--- config.mk ---
export PLATFORM = sky130hd
export DESIGN_NAME = mem_arbiter_flat
export DESIGN_NICKNAME = d
export VERILOG_FILES = /design/src/rtl/mem_arbiter_if.sv /design/src/rtl/mem_arbiter.sv /design/src/flat_wrapper.sv
export SDC_FILE = /design/constraint.sdc
export NUM_CORES = 1
export LEC_CHECK = 0
export CAP_MARGIN = 10
export CORE_MARGIN = 4
export CORE_UTILIZATION = 41
export DETAILED_ROUTE_END_ITERATION = 10
export PLACE_DENSITY = 0.8
export SYNTH_ARGS = -nofsm -noshare
export SYNTH_HDL_FRONTEND = slang
export SYNTH_SLANG_ARGS = --single-unit
--- constraint.sdc ---
create_clock -name clk -period 1.74 [get_ports clk]
set_clock_uncertainty 0.1 [all_clocks]
set_input_delay 0.348 -clock clk [delete_from_list [all_inputs] [get_ports clk]]
set_output_delay 0.348 -clock clk [all_outputs]
set_load 0.03 [all_outputs]
--- src/rtl/mem_arbiter_if.sv ---
// Bundle of every signal exchanged between mem_arbiter and its surroundings.
//
//   cpu_* / dbg_*  : request ports (req, we, addr, wdata in; gnt, rdata, rvalid out)
//   mem_*          : single-port synchronous RAM side (addr, wdata, we out; rdata in)
//   cpu_stall      : CPU waiting for its grant; gates processor_enable
//   busy           : arbiter is not idle
//
// Modports:
//   slave  - the arbiter; it services requests and drives the RAM.
//   master - the environment; requesters plus the RAM model.
interface mem_arbiter_if #(
  parameter int unsigned ADDR_W = 8,
  parameter int unsigned DATA_W = 8
);

  // CPU requester
  logic              cpu_req;
  logic              cpu_we;
  logic [ADDR_W-1:0] cpu_addr;
  logic [DATA_W-1:0] cpu_wdata;
  logic              cpu_gnt;
  logic [DATA_W-1:0] cpu_rdata;
  logic              cpu_rvalid;
  logic              cpu_stall;

  // Debug requester
  logic              dbg_req;
  logic              dbg_we;
  logic [ADDR_W-1:0] dbg_addr;
  logic [DATA_W-1:0] dbg_wdata;
  logic              dbg_gnt;
  logic [DATA_W-1:0] dbg_rdata;
  logic              dbg_rvalid;

  // RAM side
  logic [ADDR_W-1:0] mem_addr;
  logic [DATA_W-1:0] mem_wdata;
  logic              mem_we;
  logic [DATA_W-1:0] mem_rdata;

  // Status
  logic              busy;

  modport slave (
    input  cpu_req, cpu_we, cpu_addr, cpu_wdata,
    input  dbg_req, dbg_we, dbg_addr, dbg_wdata,
    input  mem_rdata,
    output cpu_gnt, cpu_rdata, cpu_rvalid, cpu_stall,
    output dbg_gnt, dbg_rdata, dbg_rvalid,
    output mem_addr, mem_wdata, mem_we,
    output busy
  );

  modport master (
    output cpu_req, cpu_we, cpu_addr, cpu_wdata,
    output dbg_req, dbg_we, dbg_addr, dbg_wdata,
    output mem_rdata,
    input  cpu_gnt, cpu_rdata, cpu_rvalid, cpu_stall,
    input  dbg_gnt, dbg_rdata, dbg_rvalid,
    input  mem_addr, mem_wdata, mem_we,
    input  busy
  );

endinterface

--- src/rtl/mem_arbiter.sv ---
// Two-port arbiter in front of a single-port synchronous RAM.
//
// A CPU port and a debug port share one RAM. Each access takes two cycles:
// ACCESS (address/write data presented, gnt high) then DATA (RAM read data
// returns and is captured). Arbitration happens in IDLE and DATA, so accesses
// can run back-to-back at one per two cycles. Debug normally wins, but after
// MAX_HOLD consecutive debug grants taken while the CPU waited, the CPU wins.
//
// Ports:
//   clk  - clock, rising edge
//   rst  - synchronous active-low reset; also masks gnt/mem_we combinationally
//   bus  - mem_arbiter_if.slave: requester ports, RAM port, cpu_stall, busy
module mem_arbiter #(
  parameter int unsigned ADDR_W   = 8,
  parameter int unsigned DATA_W   = 8,
  parameter int unsigned MAX_HOLD = 4
) (
  input  logic         clk,
  input  logic         rst,
  mem_arbiter_if.slave bus
);

  localparam int unsigned StreakW = (MAX_HOLD > 0) ? $clog2(MAX_HOLD + 1) : 1;
  localparam logic [StreakW-1:0] HoldMax = StreakW'(MAX_HOLD);

  typedef enum logic [1:0] {
    StIdle,
    StAccess,
    StData
  } state_e;

  typedef enum logic {
    OwnCpu,
    OwnDbg
  } owner_e;

  state_e              state_q, state_d;
  owner_e              owner_q, owner_d;
  logic [StreakW-1:0]  streak_q, streak_d;

  // Transaction captured at arbitration; the access runs from these even if
  // the requester misbehaves and drops or changes its request early.
  logic                acc_we_q, acc_we_d;
  logic [ADDR_W-1:0]   acc_addr_q, acc_addr_d;
  logic [DATA_W-1:0]   acc_wdata_q, acc_wdata_d;

  logic [DATA_W-1:0]   cpu_rdata_q, cpu_rdata_d;
  logic [DATA_W-1:0]   dbg_rdata_q, dbg_rdata_d;
  logic                cpu_rvalid_q, cpu_rvalid_d;
  logic                dbg_rvalid_q, dbg_rvalid_d;

  logic                arb_slot;
  logic                cpu_force;
  logic                dbg_win;
  logic                cpu_win;
  logic                in_access;

  // ---------------------------------------------------------------------------
  // Arbitration decision
  // ---------------------------------------------------------------------------
  assign arb_slot  = (state_q == StIdle) || (state_q == StData);
  // Debug has held the RAM long enough while the CPU waited: CPU's turn.
  assign cpu_force = bus.cpu_req && (streak_q == HoldMax);
  assign dbg_win   = bus.dbg_req && !cpu_force;
  assign cpu_win   = bus.cpu_req && !dbg_win;

  // ---------------------------------------------------------------------------
  // Next-state logic
  // ---------------------------------------------------------------------------
  always_comb begin
    state_d      = state_q;
    owner_d      = owner_q;
    streak_d     = streak_q;
    acc_we_d     = acc_we_q;
    acc_addr_d   = acc_addr_q;
    acc_wdata_d  = acc_wdata_q;
    cpu_rdata_d  = cpu_rdata_q;
    dbg_rdata_d  = dbg_rdata_q;
    cpu_rvalid_d = 1'b0;
    dbg_rvalid_d = 1'b0;

    // A read finishing this cycle: RAM data for the ACCESS address is on
    // mem_rdata now; capture it for the owner and pulse rvalid next cycle.
    if (state_q == StData && !acc_we_q) begin
      if (owner_q == OwnCpu) begin
        cpu_rdata_d  = bus.mem_rdata;
        cpu_rvalid_d = 1'b1;
      end else begin
        dbg_rdata_d  = bus.mem_rdata;
        dbg_rvalid_d = 1'b1;
      end
    end

    if (arb_slot) begin
      if (!bus.cpu_req) begin
        streak_d = '0;
      end else if (dbg_win) begin
        streak_d = (streak_q == HoldMax) ? streak_q : streak_q + StreakW'(1);
      end else begin
        streak_d = '0;
      end
    end

    unique case (state_q)
      StIdle, StData: begin
        if (dbg_win) begin
          state_d     = StAccess;
          owner_d     = OwnDbg;
          acc_we_d    = bus.dbg_we;
          acc_addr_d  = bus.dbg_addr;
          acc_wdata_d = bus.dbg_wdata;
        end else if (cpu_win) begin
          state_d     = StAccess;
          owner_d     = OwnCpu;
          acc_we_d    = bus.cpu_we;
          acc_addr_d  = bus.cpu_addr;
          acc_wdata_d = bus.cpu_wdata;
        end else begin
          state_d = StIdle;
        end
      end
      StAccess: state_d = StData;
      default:  state_d = StIdle;
    endcase
  end

  // ---------------------------------------------------------------------------
  // State registers
  // ---------------------------------------------------------------------------
  always_ff @(posedge clk) begin
    if (!rst) begin
      state_q      <= StIdle;
      owner_q      <= OwnCpu;
      streak_q     <= '0;
      acc_we_q     <= 1'b0;
      acc_addr_q   <= '0;
      acc_wdata_q  <= '0;
      cpu_rdata_q  <= '0;
      dbg_rdata_q  <= '0;
      cpu_rvalid_q <= 1'b0;
      dbg_rvalid_q <= 1'b0;
    end else begin
      state_q      <= state_d;
      owner_q      <= owner_d;
      streak_q     <= streak_d;
      acc_we_q     <= acc_we_d;
      acc_addr_q   <= acc_addr_d;
      acc_wdata_q  <= acc_wdata_d;
      cpu_rdata_q  <= cpu_rdata_d;
      dbg_rdata_q  <= dbg_rdata_d;
      cpu_rvalid_q <= cpu_rvalid_d;
      dbg_rvalid_q <= dbg_rvalid_d;
    end
  end

  // ---------------------------------------------------------------------------
  // Outputs
  // ---------------------------------------------------------------------------
  assign in_access = (state_q == StAccess);

  // rst gating keeps a reset cycle that lands in ACCESS from committing a write.
  assign bus.cpu_gnt    = rst && in_access && (owner_q == OwnCpu);
  assign bus.dbg_gnt    = rst && in_access && (owner_q == OwnDbg);
  assign bus.mem_we     = rst && in_access && acc_we_q;

  // The captured transaction only changes at a grant, so these show the
  // owner's values during ACCESS and hold them otherwise.
  assign bus.mem_addr   = acc_addr_q;
  assign bus.mem_wdata  = acc_wdata_q;

  assign bus.cpu_rdata  = cpu_rdata_q;
  assign bus.dbg_rdata  = dbg_rdata_q;
  assign bus.cpu_rvalid = cpu_rvalid_q;
  assign bus.dbg_rvalid = dbg_rvalid_q;

  assign bus.cpu_stall  = bus.cpu_req && !bus.cpu_gnt;
  assign bus.busy       = (state_q != StIdle);

endmodule

--- src/flat_wrapper.sv ---
// flat-port wrapper written by rule: the top's interface ports become plain ports
module mem_arbiter_flat 
#(
  parameter int unsigned ADDR_W   = 8,
  parameter int unsigned DATA_W   = 8,
  parameter int unsigned MAX_HOLD = 4
)
  (clk, rst, bus_cpu_req, bus_cpu_we, bus_cpu_addr, bus_cpu_wdata, bus_dbg_req, bus_dbg_we, bus_dbg_addr, bus_dbg_wdata, bus_mem_rdata, bus_cpu_gnt, bus_cpu_rdata, bus_cpu_rvalid, bus_cpu_stall, bus_dbg_gnt, bus_dbg_rdata, bus_dbg_rvalid, bus_mem_addr, bus_mem_wdata, bus_mem_we, bus_busy);
  mem_arbiter_if #(.ADDR_W(ADDR_W), .DATA_W(DATA_W)) bus_i ();
  input  logic clk;
  input  logic rst;
  input wire logic [$bits(bus_i.cpu_req)-1:0] bus_cpu_req;
  input wire logic [$bits(bus_i.cpu_we)-1:0] bus_cpu_we;
  input wire logic [$bits(bus_i.cpu_addr)-1:0] bus_cpu_addr;
  input wire logic [$bits(bus_i.cpu_wdata)-1:0] bus_cpu_wdata;
  input wire logic [$bits(bus_i.dbg_req)-1:0] bus_dbg_req;
  input wire logic [$bits(bus_i.dbg_we)-1:0] bus_dbg_we;
  input wire logic [$bits(bus_i.dbg_addr)-1:0] bus_dbg_addr;
  input wire logic [$bits(bus_i.dbg_wdata)-1:0] bus_dbg_wdata;
  input wire logic [$bits(bus_i.mem_rdata)-1:0] bus_mem_rdata;
  output wire logic [$bits(bus_i.cpu_gnt)-1:0] bus_cpu_gnt;
  output wire logic [$bits(bus_i.cpu_rdata)-1:0] bus_cpu_rdata;
  output wire logic [$bits(bus_i.cpu_rvalid)-1:0] bus_cpu_rvalid;
  output wire logic [$bits(bus_i.cpu_stall)-1:0] bus_cpu_stall;
  output wire logic [$bits(bus_i.dbg_gnt)-1:0] bus_dbg_gnt;
  output wire logic [$bits(bus_i.dbg_rdata)-1:0] bus_dbg_rdata;
  output wire logic [$bits(bus_i.dbg_rvalid)-1:0] bus_dbg_rvalid;
  output wire logic [$bits(bus_i.mem_addr)-1:0] bus_mem_addr;
  output wire logic [$bits(bus_i.mem_wdata)-1:0] bus_mem_wdata;
  output wire logic [$bits(bus_i.mem_we)-1:0] bus_mem_we;
  output wire logic [$bits(bus_i.busy)-1:0] bus_busy;
  assign bus_i.cpu_req = bus_cpu_req;
  assign bus_i.cpu_we = bus_cpu_we;
  assign bus_i.cpu_addr = bus_cpu_addr;
  assign bus_i.cpu_wdata = bus_cpu_wdata;
  assign bus_i.dbg_req = bus_dbg_req;
  assign bus_i.dbg_we = bus_dbg_we;
  assign bus_i.dbg_addr = bus_dbg_addr;
  assign bus_i.dbg_wdata = bus_dbg_wdata;
  assign bus_i.mem_rdata = bus_mem_rdata;
  assign bus_cpu_gnt = bus_i.cpu_gnt;
  assign bus_cpu_rdata = bus_i.cpu_rdata;
  assign bus_cpu_rvalid = bus_i.cpu_rvalid;
  assign bus_cpu_stall = bus_i.cpu_stall;
  assign bus_dbg_gnt = bus_i.dbg_gnt;
  assign bus_dbg_rdata = bus_i.dbg_rdata;
  assign bus_dbg_rvalid = bus_i.dbg_rvalid;
  assign bus_mem_addr = bus_i.mem_addr;
  assign bus_mem_wdata = bus_i.mem_wdata;
  assign bus_mem_we = bus_i.mem_we;
  assign bus_busy = bus_i.busy;
  mem_arbiter #(.ADDR_W(ADDR_W), .DATA_W(DATA_W), .MAX_HOLD(MAX_HOLD)) u_core (.clk(clk), .rst(rst), .bus(bus_i));
endmodule
Yosys cells after proc, flatten, opt, wreduce, memory -nomap -nowiden
Cells that the tools add are included.

storage, ports and cells
  flip-flop bits (word level) = 41
  bits of input ports = 46
  output and inout port bits = 39
  word-level logic and storage cells = 55

operators by class
  add/subtract/negate cells = 1
  equality and inequality tests = 4
  multiplexer cells = 16
  bitwise operators = 1
  reduce and logical (&&, ||, !) cells = 23

operators with widths
  cell                   count
  $mux W8                4
  $reduce_and A2 Y1      5
  $logic_and A1 B1 Y1    9
  $mux W3                3
  $mux W1                7
  $logic_not A1 Y1       4
  $pmux W2 S2            1
  $reduce_bool A2 Y1     2
  $add A3 B1 Y3 const B  1
  $eq A3 B3 Y1 const B   1
  $ne A3 B3 Y1 const B   1
  $eq A2 B1 Y1 const B   1
  $eq A2 B2 Y1 const B   1
  $logic_not A2 Y1       1
  $mux W2                1
  $reduce_or A2 Y1       1
  $logic_or A1 B1 Y1     1
  $not A1 Y1             1

Logic depth before layout (Yosys ltp)
  depth after elaboration = 9
  depth in mapped cells = 7
  depth with buffers taken out = 5

Least setup slack after synthesis
OpenSTA, ideal clock, no wires.

  kind = register to output
  start = register u_core.state_q[0]
  end = output bus_cpu_stall
  arrival time = 1.309 ns
  data required time = 1.292 ns
  setup slack = -0.017 ns
  stages on the path, launching flop included = 5
  path buffers = 1
  cells stage by stage = dfxtp_1 buf_6 nand3b_1 nor2_1 nor2b_1

between the ends
  word-level cells in the longest chain between the ends = 5

ends and longest elaborated chain
  element                           line                text
  from (decl)                       mem_arbiter.sv:37   state_e state_q, state_d;
  from (signal assigned)            mem_arbiter.sv:132  state_q <= StIdle;
  from (signal assigned)            mem_arbiter.sv:143  state_q <= state_d;
  $eq A2 B1 Y1                      mem_arbiter.sv:159  assign in_access = (state_q == StAccess);
  $logic_and A1 B1 Y1 (2 in a row)  mem_arbiter.sv:162  assign bus.cpu_gnt = rst && in_access && (owner_q == OwnCpu);
  net bus_cpu_gnt                   flat_wrapper.sv:21  output wire logic [$bits(bus_i.cpu_gnt)-1:0] bus_cpu_gnt;
  $logic_not A1 Y1                  mem_arbiter.sv:176  assign bus.cpu_stall = bus.cpu_req && !bus.cpu_gnt;
  $logic_and A1 B1 Y1               mem_arbiter.sv:176
  to (decl)                         flat_wrapper.sv:24  output wire logic [$bits(bus_i.cpu_stall)-1:0] bus_cpu_stall;

The timed path passes the listed nets, and every way through them passes these cells.

Worst setup path after layout
  start = register u_core.state_q[0]
  end = output bus_busy

between the ends
  word-level cells in the longest chain between the ends = 1

ends and longest elaborated chain
  element             line                text
  $reduce_bool A2 Y1  mem_arbiter.sv:177  assign bus.busy = (state_q != StIdle);
  to (decl)           flat_wrapper.sv:31  output wire logic [$bits(bus_i.busy)-1:0] bus_busy;

Every way passes these cells.

==> summary.md <==
| Metric | Value |
|---|---|
| Pin count of the biggest net entering global routing | 41 |
| First-pass DRT Iterations | 4 |
| Flop pwr share | 45.5% |
| Crit Path Class | flip-flop to output pin |
| Power Dens Cells | 786 nW/um^2 |
| Req. time, crit path | 1290 ps |
| Power share of the combinational group | 21.5% |
| Synthesized netlist cell count | 202 |
| Setup violations, final | 0 |
| Measured slew at the worst slew-check pin | 412 ps |
| Multi-input gate area | 885 um^2 |
| Seq/Total Area, Yosys | 45.5% |
| Grt ovf | 0 |
| Port Buf Inserts | 84 |
| I/O pins | 85 |
| CTS Buffer Depth | 2 |
| H-tree level count | 2 |
| Area grow syn2layout | 58.4% |
| Residual DRC | 0 |
| Horiz. Die Dim | 74.3 um |
| Synth top area cells | dfxtp_1 (46%), o21ai_0 (8.9%), a31oi_1 (5.9%), a21oi_1 (4.7%), mux2i_1 (4.4%) |
| Sw frac | 27.0% |
| Reg clk slew, reported paths | 80 ps |
| Tcrit/Tclk final | 96.0% |
| Cts bufs inserted | 5 |
| Iteration-0 DRC Markers | 74 |
| Status | completed |
| Clock power frac | 32.9% |
| Synth Cell Area | 1800 um^2 |
| Distinct cells, synth | 32 |
| Peak supply drop | 396 uV |
| Die Ht | 74.3 um |
| Dominant cell by count in the synthesized netlist | dfxtp_1 |
| Fraction of registers with async set/reset | 0% |
| Placement Rows | 23 |
| Crit path max fanout | 6 |
| Vias per cell | 5.31 |
| Filler instances | 346 |
| Syn_nets | 250 |
| Top cell type's share of synthesized area | 45.5% |
| Prevailing post-synth register cell | dfxtp_1 |
| Clk root buf | clkbuf_8 |
| Antenna-violating nets left | 0 |
| Slew Limit Fails | 0 |
| Unrepaired setup endpoints after global routing | no |
| Initial antenna violation count | 0 |
| FF+latch count, synth | 41 |
| Worst-Skew Late Latency | 290 ps |
| Clock sinks | 41 |
| Crit path DAT | 1220 ps |
| Routed Wire Length | 5330 um |
| Hold Fails Final Rpt | 0 |
| Wirelength per Cell | 15.5 um |
| Via count | 1,825 |
| Post-DP HPWL | 4000 um |
| Crit. End Element | output pin |
| Gp weighted congestion | 0.763 |
| Ant. Diodes | 0 |
| Setup TNS | 0 ps |
| Syn Area/Cell | 8.93 um^2 |
| Lkg Pwr | 1.24 nW |
| Core area | 4120 um^2 |
| Startpoint types | flip-flop |
| Die area | 5520 um^2 |
| Fmax | 599 MHz |
| Hold Path Class | flip-flop to flip-flop |
| Post-synth top area cell | dfxtp_1 |
| Post-synth EDFFs | 0 |
| Internal | 1.64 mW |
| Post-layout net count | 342 |
| Yosys warning count | 0 |
| Relative slew slack | 72.4% |
| Total GRT Usage | 20.2% |
| Fraction of layout cells with a size suffix above 1 | 13.3% |
| First-pass GRT wire length | 8510 um |
| Max Cap Viol | 0 |
| Synth top cells by count | dfxtp_1 (41), o21ai_0 (32), nand2_1 (18) |
| Vias in the first global route | 1,863 |
| Fin util | 69.4% |
| Tmin final | 1670 ps |
| Sw power | 0.605 mW |
| Reg area | 823 um^2 |
| CTS tree | yes |
| Initial Utilization | 43.8% |
## power by group through the flow
stage,Sequential [mW],Combinational (mW),Clock [mW]
after global routing,1.03,0.521,0.787
final,1.02,0.484,0.740
after global placement,1.04,0.503,0
after detailed placement,1.04,0.509,0
after floorplan,1.13,0.167,0
after CTS,1.02,0.484,0.747
## worst max-delay path, cell delays in order (launching register included)
cell and delay, ps:
dfxtp_2 350, buf_4 150, or2_2 260, buf_4 170
## placed cells by master, fill, tap and decap left out, types with 2 or more instances in the layout
cell             instances
dlygate4sd2_1           32
nand4_1                  2
nor2b_1                 10
a21boi_0                 3
o21ai_1                  3
buf_4                   20
a21oi_1                 17
dlymetal6s2s_1           4
buf_12                   2
a21boi_1                 8
and2_1                   4
mux2i_1                  8
nand2_1                 18
ha_1                     2
dfxtp_2                  2
a31oi_1                 17
dfxtp_1                 39
clkbuf_8                 5
clkdlybuf4s50_1         43
o21ai_0                 32
inv_1                    5
## routing by layer
layer	track usage (%)	wire length, um
met1	24.3	2290
met2	34.7	2610
met3	4.46	320
met4	8.30	113
met5	0	0
## state kept, by name, summed over array words and instances, names as in the netlist
name	cells
u_core.bus.dbg_rvalid	1
u_core.bus.cpu_rdata	8
u_core.bus.dbg_rdata	8
u_core.streak_q	3
u_core.owner_q	1
u_core.bus.mem_wdata	8
u_core.bus.mem_addr	8
u_core.bus.cpu_rvalid	1
u_core.acc_we_q	1
u_core.state_q	2
## cell families (layout without fill, tap and decap cells)
logic type	after synthesis	in the layout	share of synthesized area [%]
buffers and inverters	22	114	5.97
muxes	8	8	4.44
and+or+nand+nor	46	46	16.1
adders and majority gates	2	2	1.39
AOI/OAI and AO/OA	83	83	26.6
DFF	41	41	45.5
## metrics by stage
| stage | area [um^2] | std cells | total power, mW | setup WS [ps] | hold slack (ps) |
|---|---|---|---|---|---|
| final | 2860 | 344 | 2.25 | 70.0 | 352 |
| after global routing | 2860 | 344 | 2.34 | 4.55 | 375 |
| after CTS | 2840 | 344 | 2.25 | 2.34 | 355 |
| after detailed placement | 2770 | 337 | 1.55 | -204 | 347 |
| after global placement | 2770 | 337 | 1.55 | -137 | 340 |
| after floorplan | 1810 | 202 | 1.29 | 157 | 360 |
## repair_timing
item	in CTS	in global routing
hold buffers	0	0
gates resized for setup	33	7
endpoints found under the setup margin	33	13
setup buffers	0	0
## area by class of cell
class | instances | area share, %
well taps | 50 | 2.19
repair buffers | 102 | 33.7
clock inverters | 2 | 1.23
clock buffers | 5 | 2.41
multi-input cells | 139 | 31.0
inverters | 5 | 0.657
flip-flops and latches | 41 | 28.8
## final timing paths
kind / end / startpoint / slack, ps / depth (start not counted)
max: bus_busy / u_core.state_q[0]$_SDFF_PN0_ / 70 / 3
min: u_core.bus.cpu_rdata[1]$_SDFFE_PN0P_ / u_core.bus.cpu_rdata[1]$_SDFFE_PN0P_ / 350 / 2
max reg2reg: u_core.bus.mem_addr[7]$_SDFFE_PN0P_ / u_core.streak_q[0]$_SDFFE_PN0P_ / 160 / 6
min reg2reg: u_core.bus.cpu_rdata[1]$_SDFFE_PN0P_ / u_core.bus.cpu_rdata[1]$_SDFFE_PN0P_ / 350 / 2
Power figures use the tool's default switching activity.
